**src/rtl/dmac_read_scheduler.sv**
```systemverilog
// dmac_read_scheduler: round-robin multi-channel read scheduler splitting transfers into AXI INCR bursts.
// Optional feature macro DMAC_RD_4K_BOUNDARY_EN: when defined, no burst crosses a 4 KB boundary.
module dmac_read_scheduler #(
  parameter int ADDR_WD = 32,
  parameter int DATA_WD = 32,
  parameter int CHANNEL_COUNT = 8,
  parameter int MAX_BURST_LEN = 16,
  parameter int BEATS_WD = 16,
  localparam int CH_WD = $clog2(CHANNEL_COUNT)
) (
  input  logic                              clk,
  input  logic                              rst,
  input  logic [CHANNEL_COUNT-1:0]          ch_cmd_valid,
  output logic [CHANNEL_COUNT-1:0]          ch_cmd_ready,
  input  logic [CHANNEL_COUNT*ADDR_WD-1:0]  ch_cmd_addr,
  input  logic [CHANNEL_COUNT*BEATS_WD-1:0] ch_cmd_beats,
  output logic [CHANNEL_COUNT-1:0]          ch_done,
  output logic                              rd_req_valid,
  input  logic                              rd_req_ready,
  output logic [ADDR_WD-1:0]                rd_req_addr,
  output logic [1:0]                        rd_req_burst,
  output logic [7:0]                        rd_req_len,
  output logic [2:0]                        rd_req_size,
  output logic [CH_WD-1:0]                  rd_req_chan
);
  localparam int STRB_WD = DATA_WD / 8;
  localparam int SZ = $clog2(STRB_WD);
  typedef enum logic {ARB, ISSUE} state_t;
  state_t state;
  logic [CHANNEL_COUNT-1:0] active;
  logic [ADDR_WD-1:0] cur_addr [CHANNEL_COUNT];
  logic [BEATS_WD-1:0] remaining [CHANNEL_COUNT];
  logic [CH_WD-1:0] rr_ptr, grant, cand;
  logic found;
  logic [31:0] lim, cap;
  logic [7:0] len;
`ifdef DMAC_RD_4K_BOUNDARY_EN
  logic [31:0] to_4k;
`endif
  assign ch_cmd_ready = ~active;
  assign rd_req_burst = 2'b01;
  assign rd_req_size = 3'(SZ);
  // Pick the first active channel at or after the round-robin pointer and size its next burst.
  always_comb begin
    found = 1'b0;
    grant = '0;
    cand = '0;
    for (int k = 0; k < CHANNEL_COUNT; k++) begin
      cand = CH_WD'((int'(rr_ptr) + k) % CHANNEL_COUNT);
      if (!found && active[cand]) begin
        found = 1'b1;
        grant = cand;
      end
    end
    lim = 32'(remaining[grant]) < 32'(MAX_BURST_LEN) ? 32'(remaining[grant]) : 32'(MAX_BURST_LEN);
`ifdef DMAC_RD_4K_BOUNDARY_EN
    to_4k = (32'd4096 - {20'd0, cur_addr[grant][11:0]}) >> SZ;
    cap = to_4k < lim ? to_4k : lim;
`else
    cap = lim;
`endif
    len = 8'(cap - 32'd1);
  end
  // Channel bookkeeping plus the ARB/ISSUE FSM with registered request outputs.
  always_ff @(posedge clk or posedge rst) begin
    if (rst) begin
      state <= ARB;
      active <= '0;
      rr_ptr <= '0;
      ch_done <= '0;
      rd_req_valid <= 1'b0;
      rd_req_addr <= '0;
      rd_req_len <= '0;
      rd_req_chan <= '0;
      for (int i = 0; i < CHANNEL_COUNT; i++) begin
        cur_addr[i] <= '0;
        remaining[i] <= '0;
      end
    end else begin
      ch_done <= '0;
      for (int i = 0; i < CHANNEL_COUNT; i++) begin
        if (ch_cmd_valid[i] && !active[i]) begin
          if (ch_cmd_beats[i*BEATS_WD +: BEATS_WD] == '0) begin
            ch_done[i] <= 1'b1;
          end else begin
            active[i] <= 1'b1;
            cur_addr[i] <= ch_cmd_addr[i*ADDR_WD +: ADDR_WD] & ~ADDR_WD'(STRB_WD - 1);
            remaining[i] <= ch_cmd_beats[i*BEATS_WD +: BEATS_WD];
          end
        end
      end
      if (state == ARB) begin
        if (found) begin
          state <= ISSUE;
          rd_req_valid <= 1'b1;
          rd_req_addr <= cur_addr[grant];
          rd_req_len <= len;
          rd_req_chan <= grant;
        end
      end else if (rd_req_ready) begin
        state <= ARB;
        rd_req_valid <= 1'b0;
        cur_addr[rd_req_chan] <= cur_addr[rd_req_chan] + ADDR_WD'((32'(rd_req_len) + 32'd1) * STRB_WD);
        remaining[rd_req_chan] <= remaining[rd_req_chan] - BEATS_WD'(32'(rd_req_len) + 32'd1);
        rr_ptr <= CH_WD'((int'(rd_req_chan) + 1) % CHANNEL_COUNT);
        if (32'(remaining[rd_req_chan]) == 32'(rd_req_len) + 32'd1) begin
          active[rd_req_chan] <= 1'b0;
          ch_done[rd_req_chan] <= 1'b1;
        end
      end
    end
  end
endmodule

```
**config.mk**
```make
export PLATFORM = sky130hd
export DESIGN_NAME = dmac_read_scheduler
export DESIGN_NICKNAME = d
export VERILOG_FILES = /design/src/rtl/dmac_read_scheduler.sv
export SDC_FILE = /design/constraint.sdc
export NUM_CORES = 2
export LEC_CHECK = 0
export CAP_MARGIN = 10
export CORE_ASPECT_RATIO = 1.25
export CORE_UTILIZATION = 45
export CTS_BUF_LIST = sky130_fd_sc_hd__clkbuf_8
export DETAILED_ROUTE_END_ITERATION = 7
export GPL_TIMING_DRIVEN = 0
export PLACE_DENSITY = 0.79
export SLEW_MARGIN = 20
export SYNTH_ARGS = -nofsm -noshare
export SYNTH_HDL_FRONTEND = slang
export SYNTH_SLANG_ARGS = --single-unit
```
**constraint.sdc**
```tcl
create_clock -name clk -period 31.5 [get_ports clk]
set_input_delay 3.15 -clock clk [delete_from_list [all_inputs] [get_ports clk]]
set_output_delay 3.15 -clock clk [all_outputs]
set_load 0.01 [all_outputs]
```
* Yosys cells after proc, flatten, opt, wreduce, memory -nomap -nowiden
Cells that the tools add are included.
Operators by class: mux-type cells 133, add/sub/neg operators 12, reduce and logical (&&, ||, !) cells 44, magnitude comparators 14, bitwise operators 7, equal/unequal tests 2
Operators by type and width (count):
- two-way mux 32 bit | 21
- two-way mux 256 bit | 2
- two-way mux 16 bit | 21
- bitwise mux 256 bit | 1
- two-way mux 128 bit | 2
- binary-select mux 32 bit (select 3 bit) | 2
- bitwise mux 128 bit | 1
- zero test 16 bit | 8
- binary-select mux 16 bit (select 3 bit) | 2
- demux 32 bit (select 3 bit) | 1
- two-way mux 8 bit | 7
- two-way mux 1 bit | 55
- demux 16 bit (select 3 bit) | 1
- less-than comparator 3 x 4 -> 1 bit, second input constant | 9
- adder 32 bit | 1
- binary-select mux 1 bit (select 3 bit) | 8
- two-way mux 3 bit | 8
- logical AND 1 bit | 17
- equality test 16 x 9 -> 1 bit | 1
- less-than comparator 16 x 5 -> 1 bit, second input constant | 1
- NOT 8 bit | 2
- subtractor 16 bit | 1
- zero test 1 bit | 15
- adder 3 bit, second input constant | 4
- 15 further kinds | 21
Storage, ports and cells: word-level logic and storage cells 236, bits of input ports 395, flip-flop bits (word level) 448, output and inout port bits 65

* Longest topological paths before layout
word-level depth 31, gate-level depth with buffers 27, gate-level depth less buffers 19

* Worst setup path before layout
OpenSTA, ideal clock, no wires.
path type reg-to-reg, start point register rd_req_chan[1], end point register cur_addr[122] in the netlist's numbering, period minus slack after synthesis 5.863 ns, arrival 5.723 ns, setup time 0.140 ns, setup slack 25.637 ns, cell stages (with the launch flop) 25, buffers on the path 9, data required time 31.360 ns, cells stage by stage dfrtp_1 > buf_4 > buf_4 > buf_4 > buf_4 > buf_4 > clkbuf_1 > buf_1 > clkbuf_1 > buf_1 > a221o_1 > ha_1 > inv_1 > fa_1 > nor2b_1 > o21ai_0 > a21boi_0 > o21ai_0 > a21oi_1 > o21ai_0 > a21boi_0 > o2111ai_1 > nor3_1 > xor2_1 > o21ai_0
On the way: longest elaborated chain between the ends 8, elaborated cells on any way between the ends 13, those cells by class add/sub (1); order compare (2); mux (8); bitwise (1); reduce/logical (1)
RTL lines:
- start: declaration | line 24 | output logic [CH_WD-1:0] rd_req_chan
- start signal: assignment | line 98 | rd_req_chan <= grant;
- NOT 3 -> 4 bit (implied by the code) (*) | line 103 | cur_addr[rd_req_chan] <= cur_addr[rd_req_chan] + ADDR_WD'((32'(rd_req_len) + 32'd1) * STRB_WD);
- binary-select mux 32 bit (select 3 bit) (tied with other cells) | line 103
- two-way mux 32 bit (implied by the code) or logical AND 1 bit (tied branches) | line 103
- two-way mux 32 bit (implied by the code) | line 103
- adder 32 bit or demux 32 bit (select 3 bit) (tied branches) | line 103
- bitwise mux 256 bit (*) | line 103
- two-way mux 256 bit (*) | line 100 | end else if (rd_req_ready) begin
- two-way mux 256 bit (*) | line 92 | if (state == ARB) begin
- end signal: indexed assignment | line 87 | cur_addr[i] <= ch_cmd_addr[i*ADDR_WD +: ADDR_WD] & ~ADDR_WD'(STRB_WD - 1);
- end signal: indexed assignment | line 103
- end: declaration | line 31 | logic [ADDR_WD-1:0] cur_addr [CHANNEL_COUNT];
Mark *: on every way between the ends. The rest lies on a longest branch, timed or not. The select of a mux whose other input is x is not followed. A chain may end at the register's enable or synchronous reset.

* Worst setup path in the final report
start point register rd_req_chan[1], end point register cur_addr[150] in the netlist's numbering
The elaborated chain is that of the path after synthesis.

==> results.toml <==
[global_route]
gr-usage-all-layers = 0.512
antenna_found_initial = 14
grt.overflow.total = 0
grt_pass1_wl_mm = 230
grt_pass1_vias = 31300
grt_start_max_net_pins = 101

[routing]
first_iter_violations = 5260
vias = 32500
wl_met2_mm = 68.9
highest_layer = "met5"
drc = 4
via_per_inst = 6.92
post_drt_wl_per_cell_microns = 35.5
dr.pass1.iters = 8
met1Wirelength_mm = 54.9
met3_length_mm = 24.1
ant_nets = 0
detail_route.wirelength_mm = 167

[cts]
cts_buffer_depth = 3
cts_buffers = 78
cts_root_buffer = "clkbuf_8"
cts_setup_buffers = 0
cts_resized = 0
clk_latency_ps = 740
htree_levels = 3
clock-sinks = 448
clkTransAtPathRegs_ps = 70
cts_tree = "done"
cts-hold-fix-buffers = 0

[finish]
syn_to_final_growth_pct = 25.6
nNetsFinal = 4221
regArea_sq_um = 11200
multi_input_area_sq_um = 16100
n_fill_cell = 5836
drive_gt1_frac = 0.0857

[timing]
fin_setup_tns_ps = 0
hold_viol_final = 0
timing.final.crit_share = 0.329
fin_crit_ps = 10360
max_slew_margin = 0.127
rsz0062_at_grt = "no"
hold_ws_ps = 478
setup_violations = 0
tightest_slew_ps = 1300
timing.fmax_mhz = 96.5
skew_ps = 49.6
report.final.slew_viol_count = 0

[place]
routabilityCongestion = 1.07
dp_hpwl_mm = 122
portBuffers = 438

[synth]
synth_compound_area_frac = 0.197
yosys_warnings = 0
avgSynthCellArea_sq_um = 8.72
synth_cell_types = 77
ys_seq_area_frac = 0.393
yosysTopAreaCellShare = 0.393
synth-edff-count = 0
synthSimpleGateAreaFrac = 0.200
synth_top_family_by_area = "simple AND/OR/NAND/NOR gates"
synth_ff_type = "dfrtp_1"
synth_area_leader_cell = "dfrtp_1"
synthArstFlopShare = 1.00
synth_seq_cells = 448
synthAdderAreaFrac = 0.0115
postSynthCellCount = 3272
synth_xor_area_frac = 0.0153
syn-cell-area_sq_um = 28500
synth_mux_area_frac = 0.136
synth.area.top_cells = "dfrtp_1 39%, mux2i_1 7.3%, nand2_1 7.2%"

[worst_setup_path]
r2r_cells = 24
required_ps = 32050
critical_path_class = "reg2reg"
path_max_fanout = 10
regToRegSetupSlack_ps = 21140
r2r_end = "cur_addr[150]$_DFF_PP0_"
r2r_start = "rd_req_chan[1]$_DFFE_PP0P_"
worstSetupEndpointType = "flip-flop"
crit_arrival_ps = 10910
start_kind = "flip-flop"

[worst_hold_path]
worstHoldStart = "rd_req_addr[7]$_DFFE_PP0P_"
min_path_cells = 2
worstHoldPathType = "reg2reg"
holdPathEnd = "rd_req_addr[7]$_DFFE_PP0P_"

[flow_run]
maxCapViolCount = 0

[status]
status = "finished, violations left"
violations = "DRC"

[power_and_ir_drop]
powerDensity_nw_per_um2 = 106
ir_drop_mv = 0.0578
total_leakage_power_uw = 0.0139

[floorplan]
start_util = 0.458
dieHeight_microns = 284
die_area_sq_um = 64400
ioPinCount = 460
std_cell_rows = 102
coreArea_sq_um = 62300
dieWidth_microns = 227
==> cell usage after synthesis, types with 4 or more instances <==
master and instances:
xor2_1 22, a31oi_1 39, ha_1 23, a221o_1 13
mux4_2 46, inv_1 43, nor2b_1 224, a21boi_0 6
dfrtp_1 448, nand4_1 12, a211oi_1 213, a22o_1 19
o21ai_0 213, clkbuf_1 196, and2_1 7, xnor2_1 28
mux2i_1 207, nand3b_1 5, o311ai_0 5, a21o_1 6
nor4_1 57, a22oi_1 21, nand2_1 548, nor2_1 106
and3_1 25, buf_4 16, nand3_1 175, a221oi_1 13
o211ai_1 12, buf_1 33, buf_2 33, or3_1 7
nand2b_1 11, a21oi_1 263, o221ai_1 4, nor3_1 9
mux2_2 63, o22ai_1 26, a311oi_1 13
==> kinds of logic (layout without fill, tap and decap cells) <==
logic type	after synthesis	in the layout
flops	448	448
other cells	2	9
fa+ha+maj	25	25
mux	319	319
xor+xnor	50	50
simple gates	1205	1205
compound gates	899	899
buf+inv	324	910
==> state kept, by name (all words and copies together), names as in the netlist <==
name and cells:
cur_addr 256, remaining 128, rd_req_len 8, rr_ptr 3, state 1, ch_done 8, rd_req_valid 1, rd_req_chan 3
active 8, rd_req_addr 32
==> layer usage <==
| metal | global-route usage | vias up |
|---|---|---|
| li1 | - | 12900 |
| met1 | 0.588 | 15400 |
| met2 | 0.732 | 3177 |
| met3 | 0.195 | 999 |
| met4 | 0.466 | 10 |
| met5 | 0 | - |
==> worst max-delay path by stage <==
stage / startpoint / to / slack, ps / cells after the start
3_3_place_gp: rst / cur_addr[248]$_DFF_PP0_ / 9710 / 2
5_1_grt: rd_req_chan[1]$_DFFE_PP0P_ / cur_addr[122]$_DFF_PP0_ / 21120 / 24
6_report: rd_req_chan[1]$_DFFE_PP0P_ / cur_addr[150]$_DFF_PP0_ / 21140 / 24
2_1_floorplan: rst / active[0]$_DFF_PP0_ / 15860 / 1
3_5_place_dp: rd_req_chan[1]$_DFFE_PP0P_ / cur_addr[90]$_DFF_PP0_ / 21980 / 24
4_1_cts: rd_req_chan[1]$_DFFE_PP0P_ / cur_addr[90]$_DFF_PP0_ / 21940 / 24
==> worst max-delay path, stage by stage, from the launching register on <==
cell and delay (ps):
dfrtp_1 880, buf_4 330, buf_4 280, buf_4 370, buf_4 390, buf_4 340, clkbuf_1 640, buf_1 890
clkbuf_1 660, buf_1 870, a221o_1 310, ha_1 190, inv_1 70, fa_1 470, nor2b_1 130, o21ai_0 110
a21boi_0 270, o21ai_0 160, a21oi_1 240, o21ai_0 190, a21boi_0 540, o2111ai_1 630, nor2_1 310, xor2_1 640
a21oi_1 160
==> cell usage in the layout, fill, tap and decap left out, drive strengths merged, types with 6 or more instances in the layout <==
| cell | instances |
|---|---|
| a211oi | 214 |
| a21boi | 6 |
| a21o | 6 |
| a21oi | 264 |
| a221o | 13 |
| a221oi | 13 |
| a22o | 19 |
| a22oi | 21 |
| a311oi | 13 |
| a31oi | 40 |
| and2 | 7 |
| and3 | 25 |
| buf | 90 |
| clkbuf | 298 |
| clkdlybuf4s50 | 438 |
| clkinv | 10 |
| dfrtp | 448 |
| ha | 23 |
| inv | 71 |
| mux2 | 65 |
| mux2i | 207 |
| mux4 | 47 |
| nand2 | 548 |
| nand2b | 11 |
| nand3 | 175 |
| nand4 | 12 |
| nor2 | 107 |
| nor2b | 224 |
| nor3 | 12 |
| nor4 | 58 |
| o211ai | 12 |
| o21ai | 216 |
| o22ai | 26 |
| or3 | 8 |
| xnor2 | 28 |
| xor2 | 22 |
==> report_power, final <==
group | switching [uW] | leakage, uW | total (uW) | internal (uW)
logic | 1400 | 0.00752 | 2120 | 720
registers | 298 | 0.00545 | 1120 | 823
clock network | 276 | 0.000914 | 566 | 290
==> layout make-up <==
class	count	share of cell area
multi-input combinational	2503	0.448
sequential	448	0.313
timing repair buffer	446	0.127
clock buffer	99	0.0380
buffer	281	0.0337
tap	832	0.0291
clock inverter	41	0.00573
inverter	43	0.00471
antenna	4	0.000279
==> per-stage QoR <==
step                      worst slack [ps]  area [sq um]  total power (uW)  cells  utilization
final                                21140         35800              3810   4697        0.575
after global routing                 21120         35800              3890   4695        0.575
after CTS                            21940         35800              3640   4692        0.574
after detailed placement             21980         34200              3080   4552        0.549
after global placement                9710         34000              3040   4545        0.545
after floorplan                      15860         28500              2200   3275            -
Power figures use the tool's default switching activity.
